===== config.mk =====
export PLATFORM = sky130hd
export DESIGN_NAME = upg_load_ctrl_flat
export DESIGN_NICKNAME = d
export VERILOG_FILES = /design/src/rtl/upg_load_ctrl_pkg.sv /design/src/rtl/upg_load_ctrl_if.sv /design/src/rtl/upg_load_ctrl_word_packer.sv /design/src/rtl/upg_load_ctrl.sv /design/src/flat_wrapper.sv
export SDC_FILE = /design/constraint.sdc
export NUM_CORES = 1
export LEC_CHECK = 0
export ABC_AREA = 1
export CAP_MARGIN = 20
export CELL_PAD_IN_SITES_DETAIL_PLACEMENT = 0
export CELL_PAD_IN_SITES_GLOBAL_PLACEMENT = 1
export CORE_MARGIN = 2
export CORE_UTILIZATION = 30
export DETAILED_ROUTE_END_ITERATION = 8
export GPL_ROUTABILITY_DRIVEN = 0
export PLACE_DENSITY_LB_ADDON = 0.1
export SLEW_MARGIN = 10
export SYNTH_ARGS = -nofsm -noshare
export SYNTH_HDL_FRONTEND = slang
export SYNTH_SLANG_ARGS = --single-unit
export TNS_END_PERCENT = 100

===== constraint.sdc =====
create_clock -name clk -period 2.9 [get_ports clk]
set_clock_uncertainty 0.05 [all_clocks]
set_input_delay 0.29 -clock clk [delete_from_list [all_inputs] [get_ports clk]]
set_output_delay 0.29 -clock clk [all_outputs]
set_load 0.05 [all_outputs]

===== src/rtl/upg_load_ctrl_pkg.sv =====
// -----------------------------------------------------------------------------
// upg_load_ctrl_pkg
// Shared definitions for the UART programmer (UPG) load controller:
//   - segment header byte values (HDR_INST, HDR_DATA, HDR_END)
//   - ZERO_WORD constant used to clear the write data word
//   - loader FSM state encoding (state_t) and a busy-state helper
// No ports; imported with `import upg_load_ctrl_pkg::*;`.
// -----------------------------------------------------------------------------
package upg_load_ctrl_pkg;

    localparam logic [7:0]  HDR_INST  = 8'h00;
    localparam logic [7:0]  HDR_DATA  = 8'h01;
    localparam logic [7:0]  HDR_END   = 8'hFF;

    localparam logic [31:0] ZERO_WORD = 32'h0000_0000;

    typedef enum logic [2:0] {
        S_IDLE   = 3'd0,
        S_HDR    = 3'd1,
        S_LEN_LO = 3'd2,
        S_LEN_HI = 3'd3,
        S_DATA   = 3'd4,
        S_WRITE  = 3'd5,
        S_DONE   = 3'd6,
        S_ERR    = 3'd7
    } state_t;

    // A load is in flight in every state except the three resting states.
    function automatic logic is_busy(input state_t s);
        return !((s == S_IDLE) || (s == S_DONE) || (s == S_ERR));
    endfunction

endpackage


===== src/rtl/upg_load_ctrl_if.sv =====
// -----------------------------------------------------------------------------
// upg_load_ctrl_if
// Bundles the received byte stream and the upg_* memory write port.
//   rx_valid_i / rx_data_i : byte stream from the UART receiver
//   upg_rst_o              : 1 = CPU normal mode / loader idle, 0 = loading
//   upg_wen_o              : one-cycle write strobe
//   upg_sel_o              : target, 0 instruction ROM, 1 data RAM
//   upg_adr_o / upg_dat_o  : word address / write data
//   upg_done_o             : sticky load-complete flag
// Handshake: rx_valid_i is a one-cycle strobe with no ready/backpressure; the
// byte on rx_data_i is consumed in the cycle rx_valid_i is high or is lost.
// upg_wen_o is likewise a strobe with no ready; memories must accept it.
// Modports: master = loader side, slave = byte source / memory side.
// -----------------------------------------------------------------------------
interface upg_load_ctrl_if #(
    parameter int ADDR_W = 14
);
    logic              rx_valid_i;
    logic [7:0]        rx_data_i;
    logic              upg_rst_o;
    logic              upg_wen_o;
    logic              upg_sel_o;
    logic [ADDR_W-1:0] upg_adr_o;
    logic [31:0]       upg_dat_o;
    logic              upg_done_o;

    modport master (
        input  rx_valid_i, rx_data_i,
        output upg_rst_o, upg_wen_o, upg_sel_o, upg_adr_o, upg_dat_o, upg_done_o
    );

    modport slave (
        output rx_valid_i, rx_data_i,
        input  upg_rst_o, upg_wen_o, upg_sel_o, upg_adr_o, upg_dat_o, upg_done_o
    );
endinterface


===== src/rtl/upg_load_ctrl_word_packer.sv =====
// -----------------------------------------------------------------------------
// upg_word_packer
// Packs bytes into a 32-bit little-endian word (first byte -> bits [7:0]).
// Ports:
//   clk, reset   : clock, synchronous active-high reset
//   clear        : synchronous clear of byte counter and word
//   byte_valid   : accept byte_data into the current lane
//   byte_data    : incoming byte
//   word_o       : assembled word (held until overwritten or cleared)
//   word_ready_o : high in the cycle the 4th byte of a word is accepted
// -----------------------------------------------------------------------------
module upg_word_packer
    import upg_load_ctrl_pkg::*;
(
    input  logic        clk,
    input  logic        reset,
    input  logic        clear,
    input  logic        byte_valid,
    input  logic [7:0]  byte_data,
    output logic [31:0] word_o,
    output logic        word_ready_o
);

    logic [1:0]  byte_cnt_q;
    logic [31:0] word_q;

    always_ff @(posedge clk) begin
        if (reset || clear) begin
            byte_cnt_q <= 2'd0;
            word_q     <= ZERO_WORD;
        end else if (byte_valid) begin
            word_q[{byte_cnt_q, 3'b000} +: 8] <= byte_data;
            // 2-bit counter wraps to lane 0 for the next word on its own.
            byte_cnt_q <= byte_cnt_q + 2'd1;
        end
    end

    assign word_o       = word_q;
    assign word_ready_o = byte_valid && (byte_cnt_q == 2'd3);

endmodule


===== src/rtl/upg_load_ctrl.sv =====
// -----------------------------------------------------------------------------
// upg_load_ctrl
// UART programmer load sequencer. Parses segments (HDR, LEN_LO, LEN_HI, then
// 4*LEN data bytes), packs bytes into words and writes them to the instruction
// ROM (HDR 0x00) or data RAM (HDR 0x01) from word address 0. HDR 0xFF ends the
// load. The CPU is held out of normal mode (upg_rst_o=0) while loading.
// Ports:
//   clk, reset  : 10 MHz UPG clock, synchronous active-high reset
//   mode_i      : programming-mode request; rising edge starts a load,
//                 falling edge returns to idle (aborting any load in flight)
//   bus         : upg_load_ctrl_if.master (byte stream in, upg_* port out)
//   err_o       : sticky protocol error
//   busy_o      : load in flight
//   dbg_state_o : current FSM state
// Optional: define UPG_TIMEOUT_EN to abort to ERR when no byte arrives for
// TIMEOUT_CYC cycles in LEN_LO, LEN_HI or DATA. Undefined, the FSM waits.
// -----------------------------------------------------------------------------
module upg_load_ctrl
    import upg_load_ctrl_pkg::*;
#(
    parameter int ADDR_W = 14
`ifdef UPG_TIMEOUT_EN
    ,
    parameter int TIMEOUT_CYC = 10_000_000
`endif
) (
    input  logic             clk,
    input  logic             reset,
    input  logic             mode_i,
    upg_load_ctrl_if.master  bus,
    output logic             err_o,
    output logic             busy_o,
    output state_t           dbg_state_o
);

    localparam logic [16:0] MAX_WORDS = 17'(2 ** ADDR_W);

    state_t            state_q, state_n;
    logic              mode_q;
    logic              sel_q;
    logic [15:0]       len_q;
    logic [ADDR_W-1:0] word_cnt_q;
    logic              done_q;
    logic              err_q;

    logic              mode_rise;
    logic [15:0]       len_full;
    logic              last_word;
    logic              timeout_hit;
    logic              pk_valid;
    logic              pk_clear;
    logic              pk_ready;
    logic [31:0]       pk_word;

    assign mode_rise = mode_i && !mode_q;
    // Length as it will be once LEN_HI is captured this cycle.
    assign len_full  = {bus.rx_data_i, len_q[7:0]};
    assign last_word = ((17'(word_cnt_q) + 17'd1) == {1'b0, len_q});

    assign pk_valid = bus.rx_valid_i && (state_q == S_DATA);
    assign pk_clear = (state_q == S_LEN_HI);

    upg_word_packer u_packer (
        .clk          (clk),
        .reset        (reset),
        .clear        (pk_clear),
        .byte_valid   (pk_valid),
        .byte_data    (bus.rx_data_i),
        .word_o       (pk_word),
        .word_ready_o (pk_ready)
    );

`ifdef UPG_TIMEOUT_EN
    logic [23:0] idle_cnt_q;
    logic        idle_counting;

    assign idle_counting = (state_q == S_LEN_LO) || (state_q == S_LEN_HI) ||
                           (state_q == S_DATA);

    always_ff @(posedge clk) begin
        if (reset || !idle_counting || bus.rx_valid_i) begin
            idle_cnt_q <= 24'd0;
        end else begin
            idle_cnt_q <= idle_cnt_q + 24'd1;
        end
    end

    assign timeout_hit = idle_counting && (idle_cnt_q == 24'(TIMEOUT_CYC));
`else
    assign timeout_hit = 1'b0;
`endif

    // Next-state logic.
    always_comb begin
        state_n = state_q;
        case (state_q)
            S_IDLE: begin
                if (mode_rise) state_n = S_HDR;
            end
            S_DONE, S_ERR: begin
                if (!mode_i) state_n = S_IDLE;
            end
            default: begin
                if (!mode_i) begin
                    state_n = S_IDLE;
                end else if (timeout_hit) begin
                    state_n = S_ERR;
                end else begin
                    case (state_q)
                        S_HDR: begin
                            if (bus.rx_valid_i) begin
                                if ((bus.rx_data_i == HDR_INST) || (bus.rx_data_i == HDR_DATA))
                                    state_n = S_LEN_LO;
                                else if (bus.rx_data_i == HDR_END)
                                    state_n = S_DONE;
                                else
                                    state_n = S_ERR;
                            end
                        end
                        S_LEN_LO: begin
                            if (bus.rx_valid_i) state_n = S_LEN_HI;
                        end
                        S_LEN_HI: begin
                            if (bus.rx_valid_i) begin
                                if (len_full == 16'd0)
                                    state_n = S_HDR;
                                else if ({1'b0, len_full} > MAX_WORDS)
                                    state_n = S_ERR;
                                else
                                    state_n = S_DATA;
                            end
                        end
                        S_DATA: begin
                            if (pk_ready) state_n = S_WRITE;
                        end
                        S_WRITE: begin
                            // A byte here cannot be stored; treat as overrun.
                            if (bus.rx_valid_i)
                                state_n = S_ERR;
                            else if (last_word)
                                state_n = S_HDR;
                            else
                                state_n = S_DATA;
                        end
                        default: state_n = S_IDLE;
                    endcase
                end
            end
        endcase
    end

    always_ff @(posedge clk) begin
        if (reset) begin
            state_q    <= S_IDLE;
            // A switch already high when reset releases does not start a load.
            mode_q     <= 1'b1;
            sel_q      <= 1'b0;
            len_q      <= 16'd0;
            word_cnt_q <= '0;
            done_q     <= 1'b0;
            err_q      <= 1'b0;
        end else begin
            state_q <= state_n;
            mode_q  <= mode_i;

            if ((state_q == S_HDR) && (state_n == S_LEN_LO))
                sel_q <= bus.rx_data_i[0];

            if ((state_q == S_LEN_LO) && (state_n == S_LEN_HI))
                len_q[7:0] <= bus.rx_data_i;

            if ((state_q == S_LEN_HI) && (state_n == S_DATA)) begin
                len_q[15:8] <= bus.rx_data_i;
                word_cnt_q  <= '0;
            end

            if (state_q == S_WRITE)
                word_cnt_q <= word_cnt_q + ADDR_W'(1);

            if ((state_q == S_IDLE) && mode_rise) begin
                done_q <= 1'b0;
                err_q  <= 1'b0;
            end
            if ((state_n == S_DONE) && (state_q != S_DONE))
                done_q <= 1'b1;
            if ((state_n == S_ERR) && (state_q != S_ERR))
                err_q <= 1'b1;
        end
    end

    assign bus.upg_rst_o  = (state_q == S_IDLE);
    assign bus.upg_wen_o  = (state_q == S_WRITE) && mode_i;
    assign bus.upg_sel_o  = sel_q;
    assign bus.upg_adr_o  = word_cnt_q;
    assign bus.upg_dat_o  = pk_word;
    assign bus.upg_done_o = done_q;
    assign err_o          = err_q;
    assign busy_o         = is_busy(state_q);
    assign dbg_state_o    = state_q;

endmodule


===== src/flat_wrapper.sv =====
// flat-port wrapper written by rule: the top's interface ports become plain ports
module upg_load_ctrl_flat import upg_load_ctrl_pkg::*;
#(
    parameter int ADDR_W = 14

)
  (clk, reset, mode_i, err_o, busy_o, dbg_state_o, bus_rx_valid_i, bus_rx_data_i, bus_upg_rst_o, bus_upg_wen_o, bus_upg_sel_o, bus_upg_adr_o, bus_upg_dat_o, bus_upg_done_o);
  upg_load_ctrl_if #(.ADDR_W(ADDR_W)) bus_i ();
  input  logic clk;
  input  logic reset;
  input  logic mode_i;
  output logic err_o;
  output logic busy_o;
  output state_t dbg_state_o;
  input wire logic [$bits(bus_i.rx_valid_i)-1:0] bus_rx_valid_i;
  input wire logic [$bits(bus_i.rx_data_i)-1:0] bus_rx_data_i;
  output wire logic [$bits(bus_i.upg_rst_o)-1:0] bus_upg_rst_o;
  output wire logic [$bits(bus_i.upg_wen_o)-1:0] bus_upg_wen_o;
  output wire logic [$bits(bus_i.upg_sel_o)-1:0] bus_upg_sel_o;
  output wire logic [$bits(bus_i.upg_adr_o)-1:0] bus_upg_adr_o;
  output wire logic [$bits(bus_i.upg_dat_o)-1:0] bus_upg_dat_o;
  output wire logic [$bits(bus_i.upg_done_o)-1:0] bus_upg_done_o;
  assign bus_i.rx_valid_i = bus_rx_valid_i;
  assign bus_i.rx_data_i = bus_rx_data_i;
  assign bus_upg_rst_o = bus_i.upg_rst_o;
  assign bus_upg_wen_o = bus_i.upg_wen_o;
  assign bus_upg_sel_o = bus_i.upg_sel_o;
  assign bus_upg_adr_o = bus_i.upg_adr_o;
  assign bus_upg_dat_o = bus_i.upg_dat_o;
  assign bus_upg_done_o = bus_i.upg_done_o;
  upg_load_ctrl #(.ADDR_W(ADDR_W)) u_core (.clk(clk), .reset(reset), .mode_i(mode_i), .bus(bus_i), .err_o(err_o), .busy_o(busy_o), .dbg_state_o(dbg_state_o));
endmodule

==> metrics.yaml, run 1 <==
status:
  status: "completed"
final_layout:
  multi_input_comb_area_mm2: 0.002110
  syn_to_final_growth_pct: 34.41
  seq_area_mm2: 0.001421
  layout_commonest_cell: "nand2_1"
  fin_cells: 822
  final_nets: 663
  drive_gt1_share_pct: 11.23
  final_cell_mix: "nand2_1 (137), dfxtp_1 (71), clkdlybuf4s50_1 (65)"
  diodes: 0
  fill_cells: 1315
min_path:
  hold_end: "u_core.u_packer.word_o[25]"
  min_path_type: "flip-flop to flip-flop"
  min_from: "u_core.u_packer.word_o[25]"
  hold_depth: 2
logic_synthesis:
  synth_top_area_share_pct: 37.59
  ys_seq_area_share_pct: 37.59
  syn_area_per_cell_um2: 6.716
  postSynthCellCount: 563
  synth_flop_cell: "dfxtp_1"
  synth_area_leader_cell: "dfxtp_1"
  ys_top_cells_by_area: "dfxtp_1 (38%), nand2_1 (14%), a21oi_1 (8.2%)"
  syn_area_mm2: 0.003781
  ys_ff_latch: 71
  synth_edf_count: 0
  synth_warnings: 0
  synth_cell_types: 33
  async_reset_ff_share_pct: 0
  synth_fp_nets: 581
timing:
  rsz0062_at_grt: "false"
  slew_headroom_pct: 61.46
  finalSetupViolCount: 0
  totalNegativeSetupSlack_ns: 0
  fmax_ghz: 0.3803
  slew_viol_final: 0
  worstMarginPinSlew_ns: 0.5781
  finalCritPeriodShare_pct: 90.67
  final_hold_viol_count: 0
  fin_crit_ns: 2.629
floorplanning:
  io_pins: 67
  die_x_um: 116.3
  die_h_um: 116.3
  core_mm2: 0.01247
  num_rows: 41
  start_util_pct: 30.33
  die_area_mm2: 0.01352
clock_tree:
  cts_buffers: 9
  cts_tree: "built"
  cts_sinks: 71
  worst_skew_pair.late_latency_ns: 0.34
  hold_buffers: 0
  cts.clk_slew.worst_paths_ns: 0.06
  htree_levels: 3
  cts_max_path_buffers: 2
  root_buffer: "clkbuf_16"
drt:
  antenna_left: 0
  vias: 3923
  drc: 0
  vias_per_cell: 4.773
  drt_pass1_iterations: 4
  drt_wl_total_mm: 11.95
  drt_iter0_drc: 175
  drt-wirelength-per-cell_um: 14.53
critical_path:
  r2r_setup_slack_ns: 0.27
  critPathMaxFanout: 8
  endpoint_kind: "flip-flop"
  reg2reg_depth: 16
  path_cells: "ha_1 > nand2_2 > nor2_4 > nand4_2 > nor2_1 > nand2_1 > nand2_1 > nand2_1 > nor2_2 > nand4_1 > nand2_1 > nand2_2 > nand2_1 > nand3_4 > nand2_1 > a21oi_1"
  r2r-start: "u_core.bus.upg_adr_o[1]"
  critPathKind: "flip-flop to flip-flop"
  cpMostUsedCell: "nand2_1"
  critPathTopFamily: "simple AND/OR/NAND/NOR gates"
  cp.required_ns: 3.07
  worst_ep_arrival_time_ns: 2.80
  cp_num_buf_inv: 0
  worst_path_max_delay_cell: "dfxtp_1"
  cp-start-kind: "flip-flop"
  r2r_end: "u_core.len_q[2]"
  max_stage_delay_ns: 0.39
power_and_ir_drop:
  clock_power_share_pct: 50.4
  powerDensity_mw_per_mm2: 434.9
  peakVddDrop_mv: 0.3482
  switching_share_pct: 23.79
  internal_power_uw: 1685
  power_leakage_uw: 0.001846
  comb_power_share_pct: 5.3
  p_sw_uw: 525.9
  p_seq_share_pct: 44.3
global_routing:
  grt_max_degree: 34
  antenna_found_initial: 0
  first_global_vias: 3688
  overflow: 0
  grt_pass1_wl_mm: 18.84
  grt_use_total_pct: 18.11
placed_design:
  io_buffers: 66
  dp.cells: 803
  hpwlAfterDp_mm: 8.591
job:
  drv_cap: 0
[cells by family (layout without fill, tap and decap cells)]
family          after synthesis  count (layout)  share of synthesized area, %
buf+inv                      76             161                         7.975
xor+xnor                      1               1                        0.2317
flops                        71              71                         37.59
compound gates               84              85                         12.14
simple gates                325             326                         40.07
fa+ha+maj                     6               6                         1.985
[layout make-up]
class                      instances  area share [%]
multi-input combinational        418           41.51
inverter                          58           4.284
clock buffer                      11           4.579
tap                              172           4.234
clock inverter                     5           1.132
timing repair buffer              87           16.30
sequential                        71           27.97
[tightest hold or removal path, cell delays in order, from the launching register on]
cell and delay (ns):
dfxtp_1 0.31, nand2_1 0.06, a21oi_1 0.05
[sequential cells by signal (all words and copies together), names as in the netlist]
name                        flops
u_core.mode_q                   1
u_core.len_q                   16
u_core.bus.upg_sel_o            1
u_core.dbg_state_o              3
u_core.u_packer.byte_cnt_q      2
u_core.err_o                    1
u_core.u_packer.word_o         32
u_core.bus.upg_done_o           1
u_core.bus.upg_adr_o           14
[what timing repair did]
item | CTS | global route
endpoints found under the setup margin | 0 | 31
setup buffers | 0 | 1
gates resized for setup | 0 | 7
[cells in the mapped netlist, types with 2 or more instances]
cell type / n
a21oi_1: 62
nor2_1: 61
nand4_1: 23
ha_1: 6
a21oi_2: 4
inv_1: 54
nand3_2: 8
nand3b_1: 3
dfxtp_1: 71
or3_1: 8
nor2_4: 3
buf_6: 2
buf_1: 2
nor3_1: 14
nand2_4: 2
o21ai_0: 13
nand3_1: 52
clkbuf_1: 13
nor2_2: 6
nand2_2: 3
clkinv_1: 3
nand2_1: 139
[power groups by stage]
stage | logic [µW] | registers, µW | clock network [µW]
6_report | 117 | 980 | 1110
5_1_grt | 128 | 980 | 1180
4_1_cts | 116 | 980 | 1150
3_5_place_dp | 116 | 1000 | 0
3_3_place_gp | 116 | 1000 | 0
2_1_floorplan | 47.5 | 1010 | 0
[worst max path at each step]
stage	cells after the start	to	startpoint	slack, ns
floorplan	16	u_core.len_q[7]	u_core.bus.upg_adr_o[0]	0.18
CTS	18	u_core.len_q[14]	u_core.bus.upg_adr_o[1]	0.05
finish	16	u_core.len_q[2]	u_core.bus.upg_adr_o[1]	0.27
global route	20	u_core.bus.upg_sel_o	u_core.bus.upg_adr_o[1]	0.003
detailed placement	18	u_core.len_q[14]	u_core.bus.upg_adr_o[1]	0.06
global placement	18	u_core.len_q[11]	u_core.bus.upg_adr_o[1]	0.11
[metrics by stage]
stage	cell area, µm²	setup slack, ns	utilization [%]	power, µW	hold WS, ns
finish	5082	0.2705	40.77	2210	0.4129
global route	5082	0.003043	40.77	2287	0.4346
CTS	5024	0.05134	40.30	2243	0.4176
detailed placement	4733	0.06043	37.97	1117	0.4078
global placement	4733	0.1075	37.97	1117	0.4051
floorplan	3781	0.1833	-	1054	0.3486
[routing by layer]
metal	part of all wire [%]	global-route usage [%]
met1	46	22.44
met2	49	30.23
met3	3.4	5.345
met4	1.4	5.873
met5	0	0
Power figures use the tool's default switching activity.
==> run 2: changes to the inputs <==
--- a/config.mk
+++ b/config.mk
@@ -13,6 +13,7 @@
 export CORE_UTILIZATION = 30
 export DETAILED_ROUTE_END_ITERATION = 8
 export GPL_ROUTABILITY_DRIVEN = 0
+export HOLD_SLACK_MARGIN = 0.03
 export PLACE_DENSITY_LB_ADDON = 0.1
 export SLEW_MARGIN = 10
 export SYNTH_ARGS = -nofsm -noshare
==> constraint.sdc (replaced) <==
create_clock -name clk -period 3 [get_ports clk]
set_clock_uncertainty 0.05 [all_clocks]
set_input_delay 0.3 -clock clk [delete_from_list [all_inputs] [get_ports clk]]
set_output_delay 0.3 -clock clk [all_outputs]
set_load 0.05 [all_outputs]
==> metrics.yaml, run 2 (synthesis gave the netlist of run 1 again) <==
floorplanning:
  num_rows: 41  # unchanged
  die_x_um: 116.3  # unchanged
  die_h_um: 116.3  # unchanged
  io_pins: 67  # unchanged
  start_util_pct: 30.33  # unchanged
  die_area_mm2: 0.01352  # unchanged
  core_mm2: 0.01247  # unchanged
critical_path:
  worst_path_max_delay_cell: "dfxtp_1"
  r2r_setup_slack_ns: 0.35  # +0.08 ns
  endpoint_kind: "flip-flop"
  critPathMaxFanout: 8  # unchanged
  max_stage_delay_ns: 0.38  # about the same
  cp-start-kind: "flip-flop"
  cp.required_ns: 3.17  # +0.10 ns
  reg2reg_depth: 18  # +2
  critPathKind: "flip-flop to flip-flop"
  worst_ep_arrival_time_ns: 2.82  # +0.02 ns
  cpMostUsedCell: "nand2_1"
  path_cells: "ha_1 > nand2_1 > nor2_4 > nand2_1 > nand2_1 > nand2_1 > nand2_1 > nand2_1 > nor2_2 > nand2_1 > nor2_2 > nand4_1 > nand2_1 > nand2_1 > nand2_1 > nand3_1 > nand2_1 > a21oi_1"
power_and_ir_drop:
  p_seq_share_pct: 44.3  # about the same
  clock_power_share_pct: 50.6  # +0.2 points
  p_sw_uw: 510.1  # -3.0%
  peakVddDrop_mv: 0.4056  # +16%
  powerDensity_mw_per_mm2: 425.6  # -2.1%
  internal_power_uw: 1629  # -3.3%
  power_leakage_uw: 0.001804  # -2.3%
  comb_power_share_pct: 5.1  # -0.2 points
  switching_share_pct: 23.84  # +0.050 points
global_routing:
  grt_pass1_wl_mm: 18.57  # -1.4%
  first_global_vias: 3722  # +0.92%
  overflow: 0  # unchanged
  antenna_found_initial: 0  # unchanged
  grt_max_degree: 34  # unchanged
  grt_use_total_pct: 17.61  # -0.49 points
min_path:
  hold_depth: 2  # unchanged
  min_path_type: "flip-flop to flip-flop"
timing:
  worstMarginPinSlew_ns: 0.5064  # -0.07169 ns
  final_hold_viol_count: 0  # unchanged
  totalNegativeSetupSlack_ns: 0  # unchanged
  fmax_ghz: 0.3775  # -0.72%
  finalSetupViolCount: 0  # unchanged
  slew_headroom_pct: 66.14  # +4.7 points
  finalCritPeriodShare_pct: 88.29  # -2.4 points
  rsz0062_at_grt: "false"
  fin_crit_ns: 2.649  # +0.01919 ns
  slew_viol_final: 0  # unchanged
clock_tree:
  hold_buffers: 0  # unchanged
  cts_resized: 0  # unchanged
  post_cts_buffers: 0  # unchanged
  worst_skew_pair.late_latency_ns: 0.34  # about the same
  htree_levels: 3  # unchanged
  cts_sinks: 71  # unchanged
  root_buffer: "clkbuf_16"
  cts_buffers: 9  # unchanged
  cts_max_path_buffers: 2  # unchanged
  cts.clk_slew.worst_paths_ns: 0.06  # about the same
  cts_tree: "built"
final_layout:
  fin_area_mm2: 0.005026  # -1.1%
  syn_to_final_growth_pct: 32.93
  largest_reg_flops: 32  # unchanged
  layout_commonest_cell: "nand2_1"
  diodes: 0  # unchanged
  drive_gt1_share_pct: 9.922  # -1.3 points
  final_nets: 658  # -0.75%
  final_cell_mix: "nand2_1 (139), dfxtp_1 (71), clkdlybuf4s50_1 (65)"
placed_design:
  dpl_cell_area_mm2: 0.004718  # -0.32%
  hpwlAfterDp_mm: 8.407  # -2.1%
  io_buffers: 66  # unchanged
drt:
  drt_iter0_drc: 242  # +38%
  drt_wl_total_mm: 11.32  # -5.2%
  antenna_left: 0  # unchanged
  drt-wirelength-per-cell_um: 13.86  # -4.6%
  vias_per_cell: 4.715  # -1.2%
  vias: 3852  # -1.8%
  drt_pass1_iterations: 4  # unchanged
  drc: 0  # unchanged
status:
  status: "completed"
job:
  drv_cap: 0  # unchanged
==> run 2: power by group through the flow <==
stage	sequential [µW]	combinational, µW	clock [µW]
floorplan	973	45.9	0
global placement	968	110	0
detailed placement	968	111	0
CTS	947	111	1120
global route	947	119	1150
finish	947	109	1080
==> run 2: worst max-delay path, delay by kind of cell (launching register included) <==
kind | cells | cell delay (ns)
and+or+nand+nor | 16 | 1.82
DFF | 1 | 0.38
adders and majority gates | 1 | 0.22
AOI/OAI and AO/OA | 1 | 0.07
==> run 2: metrics by stage <==
stage               instances  worst slack (ns)  total power (µW)  utilization [%]  hold WS [ns]
finish                    817            0.3513              2139            40.32        0.4124
global route              817           0.05996              2220            40.32        0.4336
CTS                       817            0.2506              2174            40.25        0.4154
detailed placement        801           0.03458              1079            37.85        0.4057
global placement          801            0.1235              1079            37.85        0.4056
floorplan                 563            0.2737              1019                -        0.3586
==> run 2: final cells by class <==
cell class              instances  area, µm²
fillers                      1304       7440
multi-input cells             416       2067
flip-flops and latches         71       1421
repair buffers                 84      805.8
clock buffers                  10      229.0
inverters                      58      217.7
well taps                     172      215.2
clock inverters                 6      70.07
==> run 2: layer usage <==
metal	global-route usage, %	routed length (µm)	part of all wire (%)	up-vias
met2	30.16	5586	49	68
li1	-	-	-	2021
met1	21.67	5208	46	1756
met4	4.683	97	0.86	0
met3	5.138	430	3.8	7
met5	0	0	0	-
==> run 2: final timing paths <==
kind | startpoint | end
setup reg to reg | u_core.bus.upg_adr_o[1] | u_core.len_q[1]
hold / removal | u_core.u_packer.word_o[25] | u_core.u_packer.word_o[25]
hold reg to reg | u_core.u_packer.word_o[25] | u_core.u_packer.word_o[25]
setup / recovery | u_core.bus.upg_adr_o[1] | u_core.len_q[1]
==> run 3: changes to the inputs <==
--- a/config.mk
+++ b/config.mk
@@ -10,9 +10,10 @@
 export CELL_PAD_IN_SITES_DETAIL_PLACEMENT = 0
 export CELL_PAD_IN_SITES_GLOBAL_PLACEMENT = 1
 export CORE_MARGIN = 2
-export CORE_UTILIZATION = 30
+export CORE_UTILIZATION = 37
 export DETAILED_ROUTE_END_ITERATION = 8
 export GPL_ROUTABILITY_DRIVEN = 0
+export GPL_TIMING_DRIVEN = 0
 export HOLD_SLACK_MARGIN = 0.03
 export PLACE_DENSITY_LB_ADDON = 0.1
 export SLEW_MARGIN = 10
==> constraint.sdc (replaced) <==
create_clock -name clk -period 2.55 [get_ports clk]
set_clock_uncertainty 0.05 [all_clocks]
set_input_delay 0.255 -clock clk [delete_from_list [all_inputs] [get_ports clk]]
set_output_delay 0.255 -clock clk [all_outputs]
set_load 0.05 [all_outputs]
==> metrics.yaml, run 3 (synthesis gave the netlist of run 1 again) <==
timing:
  holdWs_ns: 0.3008  # -0.1116 ns
  slew_headroom_pct: 47.60  # -19 points
  rsz0062_at_grt: "true"
  finalSetupViolCount: 0  # unchanged
  slew_viol_final: 0  # unchanged
  fmax_ghz: 0.4066
  worstMarginPinSlew_ns: 0.7859  # +0.2795 ns
  fin_crit_ns: 2.459
  final_hold_viol_count: 0  # unchanged
  finalCritPeriodShare_pct: 96.44
final_layout:
  fin_area_mm2: 0.005279  # +5.0%
  drive_gt1_share_pct: 18.60  # +8.7 points
  syn_to_final_growth_pct: 39.61
  final_cell_mix: "nand2_1 (127), dfxtp_1 (61), clkdlybuf4s50_1 (59)"
  diodes: 0  # unchanged
  fill_cells: 1001  # -23%
  finish.utilization_pct: 53.51  # +13 points
  largest_reg_flops: 32  # unchanged
  final_nets: 669  # +1.7%
  layout_commonest_cell: "nand2_1"
critical_path:
  r2r_setup_slack_ns: 0.10  # -0.25 ns
  worst_ep_arrival_time_ns: 2.15  # -0.67 ns
  endpoint_kind: "output pin"
  reg2reg_depth: 16  # -2
  critPathKind: "flip-flop to output pin"
  cp.required_ns: 2.25  # -0.92 ns
  cp-start-kind: "flip-flop"
  r2r-start: "u_core.bus.upg_adr_o[0]"
  critPathMaxFanout: 10  # +2
  r2r_end: "u_core.len_q[6]"
min_path:
  hold_end: "u_core.len_q[1]"
  hold_depth: 2  # unchanged
  min_from: "reset"
  min_path_type: "input pin to flip-flop"
clock_tree:
  cts_sinks: 71  # unchanged
  cts_tree: "built"
  root_buffer: "clkbuf_8"
  cts_max_path_buffers: 2  # unchanged
  cts_buffers: 9  # unchanged
  htree_levels: 3  # unchanged
  hold_buffers: 0  # unchanged
  worst_skew_pair.late_latency_ns: 0.35  # about the same
  cts.clk_slew.worst_paths_ns: 0.09  # +0.03 ns
floorplanning:
  die_x_um: 105.1  # -9.6%
  io_pins: 67  # unchanged
  core_mm2: 0.009864  # -21%
  die_area_mm2: 0.01104  # -18%
  num_rows: 36  # -12%
  start_util_pct: 38.33  # +8.0 points
  die_h_um: 105.1  # -9.6%
placed_design:
  io_buffers: 64  # -3.0%
  dpl_cell_area_mm2: 0.004593  # -2.7%
  hpwlAfterDp_mm: 8.096  # -3.7%
power_and_ir_drop:
  internal_power_uw: 1848  # +13%
  p_sw_uw: 546.4  # +7.1%
  switching_share_pct: 22.82  # -1.0 points
  p_seq_share_pct: 46.4  # +2.1 points
  power_leakage_uw: 0.001918  # +6.3%
  peakVddDrop_mv: 0.2416  # -40%
  clock_power_share_pct: 48.1  # -2.5 points
  comb_power_share_pct: 5.5  # +0.4 points
  powerDensity_mw_per_mm2: 453.5  # +6.5%
global_routing:
  overflow: 0  # unchanged
  antenna_found_initial: 0  # unchanged
  grt_use_total_pct: 20.73  # +3.1 points
  met2_usage_pct: 35.34  # +5.2 points
  grt_pass1_wl_mm: 18.37  # -1.1%
  first_global_vias: 3714  # -0.21%
  grt_busiest_layer: "met2"
  grt_max_degree: 13  # -62%
  gr-usage-met3_pct: 3.993  # -1.1 points
  grt.met1_usage_pct: 26.33  # +4.7 points
status:
  status: "completed"
job:
  drv_cap: 0  # unchanged
drt:
  drt-wirelength-per-cell_um: 14.70  # +6.1%
  drc: 0  # unchanged
  drt_pass1_iterations: 4  # unchanged
  antenna_left: 0  # unchanged
  vias_per_cell: 5.037  # +6.8%
  vias: 3974  # +3.2%
  drt_wl_total_mm: 11.60  # +2.4%
  drt_iter0_drc: 181  # -25%
## run 3: changes by cell type in the layout (fill, tap and decap cells not counted), sizes merged, moves of 2 or more
cell,delta
bufinv,+2
clkinvlp,-3
buf,-4
clkbuf,+16
clkdlybuf4s50,-6
dlymetal6s2s,+4
## run 3: worst max-delay path by stage
stage / from / end / cells after the start
CTS: u_core.bus.upg_adr_o[0] / u_core.bus.upg_adr_o[6] / 19
global placement: u_core.dbg_state_o[0] / bus_upg_wen_o / 7
global route: u_core.bus.upg_adr_o[0] / u_core.len_q[6] / 17
detailed placement: u_core.dbg_state_o[0] / bus_upg_wen_o / 7
floorplan: u_core.bus.upg_adr_o[2] / u_core.len_q[7] / 15
finish: u_core.dbg_state_o[0] / bus_upg_wen_o / 7
## run 3: repair_timing
item / 4_1_cts / 5_1_grt
endpoints found under the setup margin: 35 / 50
pin swaps: 1 / 21
cloned: 0 / 4
buffers inserted: 1 / 8
gates resized for setup: 15 / 78
## run 3: worst max-delay path: stages, from the launching register on
cell and delay (ns):
dfxtp_1 0.42, inv_1 0.12, or2_2 0.34, nor2_4 0.23
inv_2 0.13, buf_2 0.25, nor2_2 0.11, buf_4 0.20
## run 3: power by group through the flow
stage | clock network (µW) | registers [µW] | logic [µW]
floorplan | 0 | 1140 | 54.1
global placement | 0 | 1140 | 116
detailed placement | 0 | 1140 | 117
CTS | 1170 | 1110 | 119
global route | 1220 | 1110 | 142
finish | 1150 | 1110 | 131
## run 3: routing by layer
layer / part of all wire [%] / wire length, µm
met5: 0 / 0
met4: 1.4 / 166
met3: 4.1 / 475
met2: 49 / 5700
met1: 45 / 5256
## run 3: cell type report
| type | instances | area (µm²) | share of cell area (%) |
|---|---|---|---|
| timing repair buffer | 75 | 769.5 | 14.58 |
| multi-input combinational | 418 | 2333 | 44.20 |
| tap | 133 | 166.4 | 3.152 |
| buffer | 18 | 97.59 | 1.849 |
| inverter | 58 | 217.7 | 4.124 |
| clock buffer | 11 | 151.4 | 2.868 |
| sequential | 71 | 1439 | 27.26 |
| clock inverter | 5 | 103.9 | 1.967 |
## run 3: stage by stage
step | total power, µW | TNS, ns | setup WS, ns | instances
floorplan | 1198 | 0 | 0.02031 | 563
global placement | 1255 | -9.017 | -0.3914 | 760
detailed placement | 1256 | -9.619 | -0.3745 | 760
CTS | 2402 | 0 | 0.003338 | 777
global route | 2476 | -1.291 | -0.1189 | 789
finish | 2394 | 0 | 0.09077 | 789
